## src/rtl/decode_if.sv

```systemverilog
// Fetch-to-decode-to-execute handshake bundle. The decode stage takes the
// slave view; whatever drives fetch and consumes execute takes the master view.
interface decode_if #(
  parameter int XLEN   = 32,
  parameter int CTRL_W = 19
);
  logic              in_valid;
  logic              in_ready;
  logic [31:0]       in_inst;
  logic [XLEN-1:0]   in_pc;
  logic              out_valid;
  logic              out_ready;
  logic [31:0]       out_inst;
  logic [XLEN-1:0]   out_pc;
  logic [CTRL_W-1:0] out_ctrl;

  modport slave (
    input  in_valid, in_inst, in_pc, out_ready,
    output in_ready, out_valid, out_inst, out_pc, out_ctrl
  );

  modport master (
    output in_valid, in_inst, in_pc, out_ready,
    input  in_ready, out_valid, out_inst, out_pc, out_ctrl
  );
endinterface

```

## src/rtl/decode_stage.sv

```systemverilog
// Registered instruction decode stage with a two-entry skid buffer.
// Decode is combinational on the offered instruction; the control bundle is
// captured alongside inst/pc so execute sees everything from registers.
module decode_stage #(
  parameter int XLEN   = 32,
  parameter int EN_M   = 0,
  parameter int CTRL_W = 19
) (
  input  logic      clk,
  input  logic      rst_n,
  input  logic      flush,
  decode_if.slave   bus
);

  localparam bit RV64  = (XLEN == 64);
  localparam bit HAS_M = (EN_M != 0);

  localparam logic [6:0] OPC_LUI      = 7'b0110111;
  localparam logic [6:0] OPC_AUIPC    = 7'b0010111;
  localparam logic [6:0] OPC_OP_IMM   = 7'b0010011;
  localparam logic [6:0] OPC_OP       = 7'b0110011;
  localparam logic [6:0] OPC_JAL      = 7'b1101111;
  localparam logic [6:0] OPC_JALR     = 7'b1100111;
  localparam logic [6:0] OPC_BRANCH   = 7'b1100011;
  localparam logic [6:0] OPC_LOAD     = 7'b0000011;
  localparam logic [6:0] OPC_STORE    = 7'b0100011;
  localparam logic [6:0] OPC_MISC_MEM = 7'b0001111;
  localparam logic [6:0] OPC_SYSTEM   = 7'b1110011;
  localparam logic [6:0] OPC_OP_IMM32 = 7'b0011011;
  localparam logic [6:0] OPC_OP32     = 7'b0111011;

  localparam logic [6:0] FN7_BASE = 7'b0000000;
  localparam logic [6:0] FN7_ALT  = 7'b0100000;
  localparam logic [6:0] FN7_MUL  = 7'b0000001;

  // Field order is MSB first so the packed layout matches the out_ctrl bit map.
  typedef struct packed {
    logic       illegal;
    logic       is_fencei;
    logic       is_fence;
    logic       is_store;
    logic       is_load;
    logic       is_jmp;
    logic       is_branch;
    logic       jmp_reg;
    logic       add_pc;
    logic       ld_upper;
    logic       rd_w;
    logic       mul_div;
    logic       alu_word;
    logic       alu_sra;
    logic       alu_sub;
    logic       alu_imm;
    logic [2:0] alu_op;
  } ctrl_t;

  typedef struct packed {
    logic [31:0]       inst;
    logic [XLEN-1:0]   pc;
    logic [CTRL_W-1:0] ctrl;
  } entry_t;

  typedef enum logic [1:0] {EMPTY, ONE, TWO} state_t;

  logic [31:0] inst;
  logic [6:0]  opc;
  logic [2:0]  fn3;
  logic [6:0]  fn7;
  ctrl_t       dec;
  logic        bad;

  assign inst = bus.in_inst;
  assign opc  = inst[6:0];
  assign fn3  = inst[14:12];
  assign fn7  = inst[31:25];

  // Combinational decode of the offered instruction into the control bundle.
  always_comb begin
    // NOTE: every output of this block gets a default first so no path can
    // leave a value unassigned, which is what would otherwise infer a latch.
    dec = '0;
    bad = 1'b0;
    case (opc)
      OPC_LUI: begin
        dec.ld_upper = 1'b1;
        dec.rd_w     = 1'b1;
        dec.alu_op   = fn3;
      end
      OPC_AUIPC: begin
        dec.add_pc = 1'b1;
        dec.rd_w   = 1'b1;
        dec.alu_op = fn3;
      end
      OPC_OP_IMM: begin
        dec.alu_imm = 1'b1;
        dec.rd_w    = 1'b1;
        dec.alu_op  = fn3;
        dec.alu_sra = (fn3 == 3'b101) && inst[30];
        // Shift immediates carry the funct field; RV64 uses a 6-bit shamt.
        if (fn3 == 3'b001 || fn3 == 3'b101) begin
          if (RV64) bad = !(inst[31:26] == 6'b000000 || inst[31:26] == 6'b010000);
          else      bad = !(fn7 == FN7_BASE || fn7 == FN7_ALT);
        end
      end
      OPC_OP_IMM32: begin
        if (RV64) begin
          dec.alu_imm  = 1'b1;
          dec.rd_w     = 1'b1;
          dec.alu_word = 1'b1;
          dec.alu_op   = fn3;
          dec.alu_sra  = (fn3 == 3'b101) && inst[30];
        end else begin
          bad = 1'b1;
        end
      end
      OPC_OP: begin
        dec.rd_w    = 1'b1;
        dec.alu_op  = fn3;
        dec.alu_sub = (fn3 == 3'b000) && (fn7 == FN7_ALT);
        dec.alu_sra = (fn3 == 3'b101) && inst[30];
        dec.mul_div = HAS_M && (fn7 == FN7_MUL);
        case (fn7)
          FN7_BASE: bad = 1'b0;
          FN7_ALT:  bad = !(fn3 == 3'b000 || fn3 == 3'b101);
          FN7_MUL:  bad = !HAS_M;
          default:  bad = 1'b1;
        endcase
      end
      OPC_OP32: begin
        if (RV64) begin
          dec.rd_w     = 1'b1;
          dec.alu_word = 1'b1;
          dec.alu_op   = fn3;
          dec.alu_sub  = (fn3 == 3'b000) && (fn7 == FN7_ALT);
          dec.alu_sra  = (fn3 == 3'b101) && inst[30];
          dec.mul_div  = HAS_M && (fn7 == FN7_MUL);
        end else begin
          bad = 1'b1;
        end
      end
      OPC_JAL: begin
        dec.is_jmp = 1'b1;
        dec.rd_w   = 1'b1;
      end
      OPC_JALR: begin
        dec.is_jmp  = 1'b1;
        dec.rd_w    = 1'b1;
        dec.alu_imm = 1'b1;
        dec.jmp_reg = (fn3 == 3'b000);
        bad         = (fn3 != 3'b000);
      end
      OPC_BRANCH: begin
        dec.is_branch = 1'b1;
        dec.alu_op    = fn3;
        bad           = (fn3 == 3'b010) || (fn3 == 3'b011);
      end
      OPC_LOAD: begin
        dec.is_load = 1'b1;
        dec.rd_w    = 1'b1;
        dec.alu_imm = 1'b1;
        bad = (fn3 == 3'b111) || (!RV64 && (fn3 == 3'b011 || fn3 == 3'b110));
      end
      OPC_STORE: begin
        dec.is_store = 1'b1;
        dec.alu_imm  = 1'b1;
        bad = fn3[2] || (!RV64 && fn3 == 3'b011);
      end
      OPC_MISC_MEM: begin
        dec.alu_op    = fn3;
        dec.is_fence  = (fn3 == 3'b000);
        dec.is_fencei = (fn3 == 3'b001);
        bad           = (fn3 >= 3'b010);
      end
      OPC_SYSTEM: begin
        dec.alu_op = fn3;
      end
      default: bad = 1'b1;
    endcase
    // Compressed encodings never match a full opcode above; kept explicit.
    if (inst[1:0] != 2'b11) bad = 1'b1;
    // An illegal instruction must not trigger any side effect downstream.
    if (bad) begin
      dec         = '0;
      dec.illegal = 1'b1;
    end
  end

  entry_t in_ent;
  entry_t head;
  entry_t skid;
  state_t state;
  state_t state_nxt;
  logic   rdy_q;
  logic   vld_q;
  logic   accept;
  logic   pop;

  assign in_ent = '{inst: bus.in_inst, pc: bus.in_pc, ctrl: dec};
  assign accept = bus.in_valid && rdy_q;
  assign pop    = vld_q && bus.out_ready;

  // Occupancy transition; flush overrides any concurrent accept or pop.
  always_comb begin
    state_nxt = state;
    if (flush) begin
      state_nxt = EMPTY;
    end else begin
      case (state)
        EMPTY:   if (accept) state_nxt = ONE;
        ONE: begin
          if (accept && !pop)      state_nxt = TWO;
          else if (!accept && pop) state_nxt = EMPTY;
        end
        TWO:     if (pop) state_nxt = ONE;
        default: state_nxt = EMPTY;
      endcase
    end
  end

  // Buffer state, registered handshake outputs and entry storage.
  always_ff @(posedge clk or negedge rst_n) begin
    if (!rst_n) begin
      // NOTE: the two entries are plain registers, not a RAM, so they are
      // cleared here to give defined out_* values straight out of reset.
      state <= EMPTY;
      rdy_q <= 1'b1;
      vld_q <= 1'b0;
      head  <= '0;
      skid  <= '0;
    end else begin
      // NOTE: non-blocking assignments let head and skid swap roles in one
      // edge without depending on statement order.
      state <= state_nxt;
      rdy_q <= (state_nxt != TWO);
      vld_q <= (state_nxt != EMPTY);
      if (!flush) begin
        case (state)
          EMPTY: if (accept) head <= in_ent;
          ONE: begin
            if (accept && pop) head <= in_ent;
            else if (accept)   skid <= in_ent;
          end
          TWO:     if (pop) head <= skid;
          default: ;
        endcase
      end
    end
  end

  assign bus.in_ready  = rdy_q;
  assign bus.out_valid = vld_q;
  assign bus.out_inst  = head.inst;
  assign bus.out_pc    = head.pc;
  assign bus.out_ctrl  = head.ctrl;

endmodule

```

## src/flat_wrapper.sv

```systemverilog
// flat-port wrapper written by rule: the top's interface ports become plain ports
module decode_stage_flat 
#(
  parameter int XLEN   = 32,
  parameter int EN_M   = 0,
  parameter int CTRL_W = 19
)
  (clk, rst_n, flush, bus_in_valid, bus_in_inst, bus_in_pc, bus_out_ready, bus_in_ready, bus_out_valid, bus_out_inst, bus_out_pc, bus_out_ctrl);
  decode_if #(.XLEN(XLEN), .CTRL_W(CTRL_W)) bus_i ();
  input  logic clk;
  input  logic rst_n;
  input  logic flush;
  input wire logic [$bits(bus_i.in_valid)-1:0] bus_in_valid;
  input wire logic [$bits(bus_i.in_inst)-1:0] bus_in_inst;
  input wire logic [$bits(bus_i.in_pc)-1:0] bus_in_pc;
  input wire logic [$bits(bus_i.out_ready)-1:0] bus_out_ready;
  output wire logic [$bits(bus_i.in_ready)-1:0] bus_in_ready;
  output wire logic [$bits(bus_i.out_valid)-1:0] bus_out_valid;
  output wire logic [$bits(bus_i.out_inst)-1:0] bus_out_inst;
  output wire logic [$bits(bus_i.out_pc)-1:0] bus_out_pc;
  output wire logic [$bits(bus_i.out_ctrl)-1:0] bus_out_ctrl;
  assign bus_i.in_valid = bus_in_valid;
  assign bus_i.in_inst = bus_in_inst;
  assign bus_i.in_pc = bus_in_pc;
  assign bus_i.out_ready = bus_out_ready;
  assign bus_in_ready = bus_i.in_ready;
  assign bus_out_valid = bus_i.out_valid;
  assign bus_out_inst = bus_i.out_inst;
  assign bus_out_pc = bus_i.out_pc;
  assign bus_out_ctrl = bus_i.out_ctrl;
  decode_stage #(.XLEN(XLEN), .EN_M(EN_M), .CTRL_W(CTRL_W)) u_core (.clk(clk), .rst_n(rst_n), .flush(flush), .bus(bus_i));
endmodule
```

## config.mk

```make
export PLATFORM = sky130hd
export DESIGN_NAME = decode_stage_flat
export DESIGN_NICKNAME = d
export VERILOG_FILES = /design/src/rtl/decode_if.sv /design/src/rtl/decode_stage.sv /design/src/flat_wrapper.sv
export SDC_FILE = /design/constraint.sdc
export NUM_CORES = 1
export LEC_CHECK = 0
export BUFFER_PORTS_ARGS = -buffer_cell sky130_fd_sc_hd__buf_4
export CAP_MARGIN = 10
export CORE_MARGIN = 2
export CORE_UTILIZATION = 51
export CTS_BUF_LIST = sky130_fd_sc_hd__clkbuf_4
export DETAILED_ROUTE_END_ITERATION = 10
export GPL_ROUTABILITY_DRIVEN = 0
export PLACE_DENSITY = 0.81
export SYNTH_ARGS = -nofsm -noshare
export SYNTH_HDL_FRONTEND = slang
export SYNTH_SLANG_ARGS = --single-unit
```

## constraint.sdc

```tcl
create_clock -name clk -period 3.13 [get_ports clk]
set_input_delay 0.7825 -clock clk [delete_from_list [all_inputs] [get_ports clk]]
set_output_delay 0.7825 -clock clk [all_outputs]
set_load 0.1 [all_outputs]
```

==> reports/metrics.yaml <==
fin_crit_sh_pct: 69.8
drv_cap: 0
final_area_um2: 8950
synth_cell_types: 49
synthCells: 851
ant_nets: 0
dieArea_um2: 15400
cts_root_buf: "clkbuf_4"
fillers: 1209
clk_latency_ps: 570
path_buf_inv: 1
synth_edf_count: 0
cts_resized: 0
p_leak_nw: 4.31
path_class: "flop to primary output"
comb_power_share_pct: 43.9
yosysWarnings: 0
fmax_mhz: 458
drv_slew: 0
dp_hpwl_um: 11300
swShare_pct: 47.7
io_buffers: 151
crit_path_cell_trace: "buf_4"
fin_tns_setup_ps: 0
synthArstFlopShare_pct: 100
synth_seq_cells: 166
power_frac_clock_pct: 17.8
synthFlopType: "dfrtp_1"
viasPerCell: 5.27
clock-skew-final_ps: 19.5
p_int_w: 0.00426
pwr-share-seq_pct: 38.3
clk_pin_slew_worst_paths_ps: 130
worst_hold_path_type: "input port to asynchronous set/reset pin"
irDropWorstVdd_mv: 0.529
placed_area_um2: 8610
wl_um: 17200
die_x_um: 124
first_global_vias: 5629
utilization_pct: 64.0
cp_slowest_cell: "dfstp_2"
yosysTopAreaCellShare_pct: 56.3
crit_path_end_kind: "primary output"
ios: 154
grt_pass1_wl_um: 27500
crit_fanout: 3
clkSinkCount: 166
yosysSeqAreaShare_pct: 56.7
tightest_slew_ps: 803
num_rows: 43
synthTopCellsByArea: "dfrtp_1 (56%), nand2_1 (18%), a31oi_1 (5.5%), nor2_1 (4.4%), clkbuf_1 (1.7%)"
switchingPower_w: 0.00389
grt_antenna_before_repair: 0
holdBufCountCts: 0
syn_area_per_cell_um2: 8.62
drive_gt1_share_pct: 21.1
grt_use_total_pct: 23.2
multi_input_area_um2: 2910
regArea_um2: 4160
cts_setup_buffers: 0
area_growth_pct: 22.0
crit_required_ps: 2350
rsz0062_at_grt: "no"
drc_errors: 0
die_h_um: 124
grt_max_degree: 89
core_area_um2: 14000
num_antenna_cells: 0
cp.arrival_ps: 1400
cp_top_family: "flip-flops"
cts_tree: "built"
period_needed_ps: 2180
power_density_nw_per_um2: 911
start_util_pct: 52.4
slew_headroom_pct: 46.5
status: "finished, final reports clean"
post_synth_instance_area_um2: 7330
first_iter_violations: 446
final-hold-violation-count: 0
whs_ps: 186
nNetsFinal: 1045
cts.path.max_buffers: 2
synth_top_area_cell: "dfrtp_1"
grt_overflow: 0
first_pass_iters: 5
setup-violations-final: 0
vias: 6161
wl_per_cell_um: 14.7
critPathMaxStageDelay_ps: 560
cts_buffers: 17
htree_levels: 4
start_kind: "flop"
==> worst paths after layout <==
kind	to	cells past startpoint	slack (ps)	startpoint
max	bus_in_ready	1	950	u_core.bus.in_ready
min	u_core.bus.out_ctrl[18]	1	190	rst_n
min reg2reg	u_core.skid[3]	2	480	u_core.skid[3]
max reg2reg	u_core.skid[18]	5	1100	u_core.bus.in_ready
max in group asynchronous	u_core.skid[57]	2	2180	rst_n
min in group clk	u_core.skid[29]	3	400	bus_in_pc[10]
==> cell usage in the layout, fill, tap and decap left out, types with 3 or more instances in the layout <==
master	instances
nand2_1	350
dfrtp_1	165
buf_4	159
nor2_1	84
a31oi_1	64
clkbuf_4	18
o31ai_1	16
o21ai_0	14
a21oi_1	11
and2_1	8
inv_1	7
mux2i_1	7
o211ai_1	6
nand3_1	6
nand2b_1	5
nor4_1	5
bufinv_16	5
nand3b_1	4
o21a_1	4
buf_12	4
nand4_1	3
clkinv_2	3
==> kinds of logic after synthesis <==
| family | synth area share [%] |
|---|---|
| other | 0.0511 |
| xor gates and xnor gates | 0.119 |
| buffers and inverters | 3.96 |
| AOI/OAI and AO/OA | 11.3 |
| DFF | 56.7 |
| and+or+nand+nor | 26.8 |
| muxes | 1.11 |
==> synthesized netlist by cell type (all sizes together) (2+ instances only) <==
| cell type | n |
|---|---|
| a21o | 2 |
| a21oi | 12 |
| a31oi | 64 |
| and2 | 9 |
| buf | 24 |
| clkbuf | 35 |
| dfrtp | 165 |
| inv | 7 |
| mux2i | 7 |
| nand2 | 351 |
| nand2b | 6 |
| nand3 | 7 |
| nand3b | 4 |
| nand4 | 3 |
| nand4b | 3 |
| nor2 | 86 |
| nor2b | 2 |
| nor4 | 5 |
| o211ai | 7 |
| o21a | 4 |
| o21ai | 14 |
| o31ai | 16 |
==> power by group through the flow <==
| stage | registers [W] | logic (W) | clock network, W |
|---|---|---|---|
| final | 0.00312 | 0.00358 | 0.00145 |
| after global routing | 0.00319 | 0.00378 | 0.00158 |
| after CTS | 0.00312 | 0.00360 | 0.00149 |
| after detailed placement | 0.00316 | 0.00360 | 0 |
| after global placement | 0.00313 | 0.00355 | 0 |
| after floorplan | 0.00514 | 0.000743 | 0 |
==> sequential cells by signal, summed over array words and instances, names as in the netlist <==
register              flops
u_core.skid              81
u_core.bus.out_inst      32
u_core.bus.out_pc        32
u_core.bus.out_ctrl      17
u_core.state              2
u_core.bus.in_ready       1
u_core.bus.out_valid      1
==> area by class of cell <==
type                            count  share of cell area [%]
Sequential cell                   166                    46.4
Multi-Input combinational cell    620                    32.6
Timing Repair Buffer              164                    14.4
Tap cell                          180                    2.52
Clock inverter                     14                    2.31
Clock buffer                       18                    1.51
Inverter                            7                   0.294
==> stage by stage <==
| stage | power [W] | setup slack (ps) | cells |
|---|---|---|---|
| 6_report | 0.00815 | 946 | 1169 |
| 5_1_grt | 0.00856 | 883 | 1169 |
| 4_1_cts | 0.00821 | 898 | 1169 |
| 3_5_place_dp | 0.00677 | 643 | 1137 |
| 3_3_place_gp | 0.00668 | 707 | 1137 |
| 2_1_floorplan | 0.00589 | 734 | 852 |
==> layer usage <==
metal / GRT usage, % / wire (µm)
met1: 31.5 / 7510
met2: 36.9 / 8230
met3: 5.82 / 1140
met4: 7.23 / 286
met5: 0 / 0
Note: power is estimated with default switching activity, not from simulation.
